`src/rtl/udp_rx.sv`:
```
// Receive-side UDP layer: parses the 8-byte header, filters on protocol and
// destination port, and streams the payload with one cycle of latency.
module udp_rx #(
  parameter logic [15:0] P_LOCAL_UDP_PORT = 16'h8080,
  parameter bit          P_PORT_FILTER_EN = 1'b1
) (
  input  logic        i_clk,
  input  logic        i_rst,
  input  logic [15:0] i_local_udp_port,
  input  logic        i_local_udp_valid,
  input  logic [7:0]  i_ip_type,
  input  logic [7:0]  i_ip_data,
  input  logic        i_ip_valid,
  input  logic        i_ip_last,
  output logic [7:0]  o_udp_data,
  output logic [15:0] o_udp_len,
  output logic        o_udp_last,
  output logic        o_udp_valid,
  output logic [15:0] o_src_udp_port,
  output logic        o_udp_err
);

  typedef enum logic [1:0] {S_IDLE, S_HEAD, S_DATA, S_DROP} state_t;

  state_t      state_q;
  logic [15:0] cnt_q;
  logic [15:0] local_port_q;
  logic [15:0] src_q;
  logic [7:0]  dst_hi_q;
  logic [15:0] len_q;

  logic [15:0] cnt_d;
  logic [15:0] dst_d;
  logic [15:0] len_d;
  logic        port_miss_d;
  logic        final_byte_d;

  always_comb begin
    cnt_d        = i_ip_last ? 16'd0 : cnt_q + 16'd1;
    dst_d        = {dst_hi_q, i_ip_data};
    len_d        = {len_q[15:8], i_ip_data};
    port_miss_d  = P_PORT_FILTER_EN && (dst_d != local_port_q);
    final_byte_d = (cnt_q == len_q - 16'd1);
  end

  always_ff @(posedge i_clk or posedge i_rst) begin
    if (i_rst) begin
      state_q        <= S_IDLE;
      cnt_q          <= 16'd0;
      local_port_q   <= P_LOCAL_UDP_PORT;
      src_q          <= 16'd0;
      dst_hi_q       <= 8'd0;
      len_q          <= 16'd0;
      o_udp_data     <= 8'd0;
      o_udp_len      <= 16'd0;
      o_udp_last     <= 1'b0;
      o_udp_valid    <= 1'b0;
      o_src_udp_port <= 16'd0;
      o_udp_err      <= 1'b0;
    end else begin
      o_udp_valid <= 1'b0;
      o_udp_last  <= 1'b0;
      o_udp_err   <= 1'b0;

      // The beat-3 compare reads the pre-load value, so a coinciding load
      // only affects later datagrams.
      if (i_local_udp_valid) local_port_q <= i_local_udp_port;

      if (i_ip_valid) begin
        cnt_q <= cnt_d;
        case (state_q)
          S_IDLE: begin
            src_q[15:8] <= i_ip_data;
            if (i_ip_last)              state_q <= S_IDLE;
            else if (i_ip_type == 8'd17) state_q <= S_HEAD;
            else                        state_q <= S_DROP;
          end
          S_HEAD: begin
            case (cnt_q[2:0])
              3'd1: src_q[7:0] <= i_ip_data;
              3'd2: dst_hi_q <= i_ip_data;
              3'd3: if (port_miss_d) state_q <= S_DROP;
              3'd4: len_q[15:8] <= i_ip_data;
              3'd5: begin
                len_q[7:0] <= i_ip_data;
                if (len_d <= 16'd8) state_q <= S_DROP;
              end
              3'd7: begin
                state_q        <= S_DATA;
                o_src_udp_port <= src_q;
                o_udp_len      <= len_q - 16'd8;
              end
              default: ;
            endcase
            // A header cut short by the IP layer is silently discarded.
            if (i_ip_last) state_q <= S_IDLE;
          end
          S_DATA: begin
            o_udp_valid <= 1'b1;
            o_udp_data  <= i_ip_data;
            if (final_byte_d) begin
              o_udp_last <= 1'b1;
              state_q    <= i_ip_last ? S_IDLE : S_DROP;
            end else if (i_ip_last) begin
              o_udp_last <= 1'b1;
              o_udp_err  <= 1'b1;
              state_q    <= S_IDLE;
            end
          end
          S_DROP: begin
            if (i_ip_last) state_q <= S_IDLE;
          end
          default: state_q <= S_IDLE;
        endcase
      end
    end
  end

endmodule

```
`config.mk`:
```
export PLATFORM = sky130hd
export DESIGN_NAME = udp_rx
export DESIGN_NICKNAME = d
export VERILOG_FILES = /design/src/rtl/udp_rx.sv
export SDC_FILE = /design/constraint.sdc
export NUM_CORES = 1
export LEC_CHECK = 0
export ABC_CLOCK_PERIOD_IN_PS = 4590
export BUFFER_PORTS_ARGS = -buffer_cell sky130_fd_sc_hd__clkbuf_2
export CORE_AREA = 5 5 102 114
export CTS_CLUSTER_SIZE = 20
export DETAILED_ROUTE_END_ITERATION = 12
export DIE_AREA = 0 0 107 119
export GPL_TIMING_DRIVEN = 0
export PLACE_DENSITY = 0.76
export SETUP_SLACK_MARGIN = 0.15
export SYNTH_ARGS = -nofsm -noshare
export SYNTH_HDL_FRONTEND = slang
export SYNTH_SLANG_ARGS = --single-unit
```
`constraint.sdc`:
```
create_clock -name i_clk -period 4.59 [get_ports i_clk]
set_input_delay 0.459 -clock i_clk [delete_from_list [all_inputs] [get_ports i_clk]]
set_output_delay 0.459 -clock i_clk [all_outputs]
set_load 0.02 [all_outputs]
```
## Word-level counts from Yosys, hierarchy flattened

Index checks and enable logic that the tools add are counted.

| storage, ports and cells | value |
|---|---|
| flip-flop bits (word level) | 117 |
| input port bits | 37 |
| output and inout bits | 43 |
| word-level logic and storage cells | 62 |

| cells by class | value |
|---|---|
| add/subtract/negate cells | 3 |
| $lt $le $gt $ge | 1 |
| equal/unequal tests | 15 |
| muxes and demuxes | 20 |
| reduce and logical (&&, ||, !) cells | 9 |

Operator list:

| cell | count |
|---|---|
| adder 16 x 1 -> 16 bit (second input constant) | 1 |
| == test 16 bit | 1 |
| <= comparator 16 x 4 -> 1 bit (second input constant) | 1 |
| two-way mux 16 bit | 1 |
| two-way mux 2 bit | 8 |
| != test 16 bit | 1 |
| subtractor 16 x 1 -> 16 bit (second input constant) | 1 |
| subtractor 16 x 4 -> 16 bit (second input constant) | 1 |
| AND reduction 3 bit | 5 |
| == test 3 bit (second input constant) | 3 |
| two-way mux 1 bit | 9 |
| == test 8 x 5 -> 1 bit (second input constant) | 1 |
| != test 4 bit (second input constant) | 2 |
| case mux 2 bit (4 select lines) | 1 |
| == test 3 x 2 -> 1 bit (second input constant) | 2 |
| case mux 2 bit (3 select lines) | 1 |
| != test 5 x 2 -> 1 bit (second input constant) | 1 |
| == test 2 bit (second input constant) | 2 |
| AND reduction 2 bit | 2 |
| AND reduction 4 bit | 1 |
| == test 3 x 1 -> 1 bit (second input constant) | 1 |
| == test 2 x 1 -> 1 bit (second input constant) | 1 |
| zero test 2 bit | 1 |

## Logic depth before layout (Yosys ltp)

| logic depth | value |
|---|---|
| depth in word-level cells | 5 |
| mapped depth | 8 |
| depth with buffers taken out | 8 |

## Worst setup path before layout

OpenSTA, ideal clock, no wires.

| timing path | value |
|---|---|
| kind | reg2reg |
| from | register len_q[3] |
| to | register o_udp_err |
| library setup time | 120 ps |
| arrival time | 1,956 ps |
| data required time | 4,470 ps |
| setup slack | 2,514 ps |
| stages on the path, launching flop included | 9 |
| path buffers | 0 |
| clock period less this slack | 2,076 ps |
| cell sequence | dfrtp_1 -> inv_1 -> ha_1 -> nor3b_2 -> a21boi_2 -> or4b_1 -> a31oi_1 -> nand4_1 -> and3_1 |

| between the ends | value |
|---|---|
| cells in the longest elaborated chain, start to end | 5 |

Ends and longest elaborated chain:

| element | line | RTL |
|---|---|---|
| start: declaration | 30 | `logic [15:0] len_q;` |
| start signal: assignment | 85 | `len_q[7:0] <= i_ip_data;` |
| subtractor 16 x 1 -> 16 bit | 43 | `final_byte_d = (cnt_q == len_q - 16'd1);` |
| == test 16 bit | 43 |  |
| two-way mux 1 bit | 101 | `if (final_byte_d) begin` |
| two-way mux 1 bit | 71 | `case (state_q)` |
| two-way mux 1 bit | 69 | `if (i_ip_valid) begin` |
| end signal: assignment | 59 | `o_udp_err <= 1'b0;` |
| end signal: assignment | 63 | `o_udp_err <= 1'b0;` |
| end signal: assignment | 106 | `o_udp_err <= 1'b1;` |
| end: declaration | 20 | `output logic o_udp_err` |

Every way passes these cells.
A chain may end at the register's enable or synchronous reset.

## Final worst setup path

Ends and elaborated chain as after synthesis.

==> impl_metrics.yaml <==
run_status:
  status: "completed"
critical_path:
  reg2reg_depth: 8
  crit_arrival_ns: 2.72
  path_depth: 8
  critPathCaptureType: "flip-flop"
  crit_path_end: "o_udp_err$_DFF_PP0_"
  crit_buf_inv: 1
  critical_path.top_delay_family: "simple AND/OR/NAND/NOR gates"
  r2r-end: "o_udp_err$_DFF_PP0_"
  start_kind: "flip-flop"
  cp_cell_sequence: "inv_1, ha_1, nor3b_2, a21boi_2, or4b_1, a31oi_1, nand4_1, and3_1"
  cpPeakStageDelay_ns: 0.53
  cp_max_fo: 5
  required_ns: 4.89
  rrSetupSlack_ns: 2.16
  timing.rr.start: "len_q[3]$_DFFE_PP0P_"
  slowest_stage: "or4b_1"
  critPathKind: "flip-flop to flip-flop"
  crit_path_start: "len_q[3]$_DFFE_PP0P_"
sta:
  tightest_slew_ns: 0.7327
  fin_crit_sh: 0.5284
  rsz0062_at_grt: "false"
  skew_ns: 0.008128
  slew_headroom: 0.5094
  hold_viol_final: 0
  final-setup-viol-count: 0
  finalSetupTns_ns: 0
  period_needed_ns: 2.425
  clock.fmax_ghz: 0.4123
  setup_ws_ns: 2.165
  slew_viol_final: 0
  fin_hold_ws_ns: 0.1310
clocking:
  cts_resized: 0
  root_buffer: "clkbuf_16"
  h-tree-depth: 4
  cts_tree: "done"
  hold_buffers: 0
  clkSinkCount: 117
  clock_path_buffers: 2
  clk_latency_ns: 0.41
  numCtsBuffers: 17
  post_cts_buffers: 0
  clkTransAtPathRegs_ns: 0.06
routing:
  firstDrtPassIters: 4
  drt-initial-drc-count: 194
  routed_wl_mm: 11.96
  vias: 3806
  drtAntennaViolNets: 0
  drt-vias-per-instance: 5.492
  drc: 0
  wl_per_cell_um: 17.26
power:
  p_leak_nw: 3.194
  powerDensity_mw_per_mm2: 479.5
  ir_worst_vdd_mv: 0.3625
final_layout:
  multi_input_area_sq_mm: 0.002455
  postLayoutCellArea_sq_mm: 0.006675
  area_growth_syn_to_layout_pct: 20.70
  layoutNonFillerInstCount: 693
  seqCellArea_sq_mm: 0.002930
  fillers: 792
  nNetsFinal: 602
  n_antenna_cell: 0
  drive_gt1_frac: 0.3474
synthesis:
  synth_compound_area_frac: 0.05249
  syn_nets: 510
  synth-xor-area-share: 0.09434
  synth_top_family_by_area: "multiplexers"
  ys_async_sr_fraction: 1.000
  synth.top_cell.area_share: 0.5204
  synthTopCellsByArea: "dfrtp_1 (52%), mux2_2 (16%), xor2_1 (5.7%), xnor2_1 (3.3%), nand2_1 (2.6%)"
  synth_seq_cells: 117
  syn_area_sq_mm: 0.005530
  synth_common_cells: "dfrtp_1 (115), mux2_2 (77), nand2_1 (38)"
  yosysWarnings: 0
  synthesis.instances: 465
  yosys.area.top_type: "dfrtp_1"
  yosysMostFrequentCell: "dfrtp_1"
  synth_simple_gate_area_share: 0.1186
  synthAdderAreaFrac: 0.01810
  avgSynthCellArea_sq_um: 11.89
  ys_seq_area_frac: 0.5299
  synth_edf_count: 0
  synth_ff_type: "dfrtp_1"
  muxShareOfSynthArea: 0.1604
  ys_types: 51
flow_run:
  max_cap_violations: 0
floorplanning:
  die_w_um: 107
  ios: 80
  coreArea_sq_mm: 0.01025
  die_h_um: 119
  std_cell_rows: 39
  die_area_sq_mm: 0.01273
  start_util: 0.5397
placement:
  place.gp.congestion: 0.9072
  preCtsSetupSlack_ns: 2.178
  hpwl_mm: 8.470
  place_inst: 661
  portBuffers: 72
  dpl_cell_area_sq_mm: 0.006075
global_route:
  grt_pass1_wl_mm: 20.25
  grt_start_max_net_pins: 66
  grt.total_usage: 0.2030
  grt_pass1_vias: 4158
  gr-total-overflow: 0
  antenna_found_initial: 0
worst_hold_path:
  min_path_type: "primary input to asynchronous set/reset pin"
-- metal layers --
| metal | global-route usage | up-vias | wire length, um |
|---|---|---|---|
| met3 | 0.05844 | 27 | 686 |
| met5 | 0 | - | 0 |
| met2 | 0.3406 | 113 | 5936 |
| met4 | 0.09273 | 0 | 295 |
| li1 | - | 1796 | - |
| met1 | 0.2411 | 1870 | 5045 |
-- power breakdown --
part	switching [mW]	leakage [nW]	internal (mW)	total, mW
clock	0.461	0.285	0.863	1.32
sequential	0.116	1.51	1.20	1.32
combinational	0.287	1.40	0.273	0.559
-- per-stage QoR --
step | total power, mW | utilization
finish | 3.201 | 0.6514
detailed placement | 1.893 | 0.5928
global placement | 1.859 | 0.5899
floorplan | 1.728 | -
global route | 3.353 | 0.6514
CTS | 3.228 | 0.6514
-- cell usage in the layout, fill, tap and decap left out, types with 17 or more instances in the layout --
master,count
dfrtp_1,115
mux2_2,77
nand2_1,38
xnor2_1,21
xor2_1,36
clkbuf_2,72
o21ai_0,24
nor2_1,22
clkbuf_16,17
clkbuf_1,23
-- cell families (layout without fill, tap and decap cells) --
logic type / Yosys count / count (layout)
multiplexers: 79 / 79
XOR/XNOR: 58 / 58
AO/OA/AOI/OAI: 47 / 47
adder cells (fa/ha/maj): 8 / 8
flip-flops: 117 / 117
buffers and inverters: 36 / 141
AND/OR/NAND/NOR: 120 / 120
-- registers in the layout, summed over array words and instances (netlist names) --
register        count
src_q              16
o_udp_last          1
dst_hi_q            8
o_udp_valid         1
o_udp_len          16
o_src_udp_port     16
o_udp_err           1
len_q              16
o_udp_data          8
cnt_q              16
state_q             2
local_port_q       16
-- layout make-up --
type	instances	area share
multi-input cells	312	0.3678
well taps	123	0.02306
clock buffers	19	0.06635
plain buffers	25	0.01556
clock inverters	13	0.02362
flip-flops and latches	117	0.4390
repair buffers	73	0.05811
inverters	11	0.006560
-- worst reg2reg max path, cell delays in order (launching register included) --
cell and delay [ns]:
dfrtp_1 0.42, inv_1 0.09, ha_1 0.23, nor3b_2 0.27
a21boi_2 0.09, or4b_1 0.53, a31oi_1 0.22, nand4_1 0.22
and3_1 0.25
-- worst min path at each step --
stage	startpoint	to	slack, ns	cells after the start
final	i_rst	o_udp_data[3]$_DFFE_PP0P_	0.13	2
after global routing	i_rst	o_udp_data[3]$_DFFE_PP0P_	0.18	2
after CTS	i_rst	o_udp_data[3]$_DFFE_PP0P_	0.16	2
after global placement	o_udp_len[3]$_DFFE_PP0P_	o_udp_len[3]$_DFFE_PP0P_	0.46	2
after detailed placement	o_udp_len[7]$_DFFE_PP0P_	o_udp_len[7]$_DFFE_PP0P_	0.47	2
after floorplan	src_q[0]$_DFFE_PP0P_	o_src_udp_port[0]$_DFFE_PP0P_	0.47	1
(Power assumes the default switching activity.)
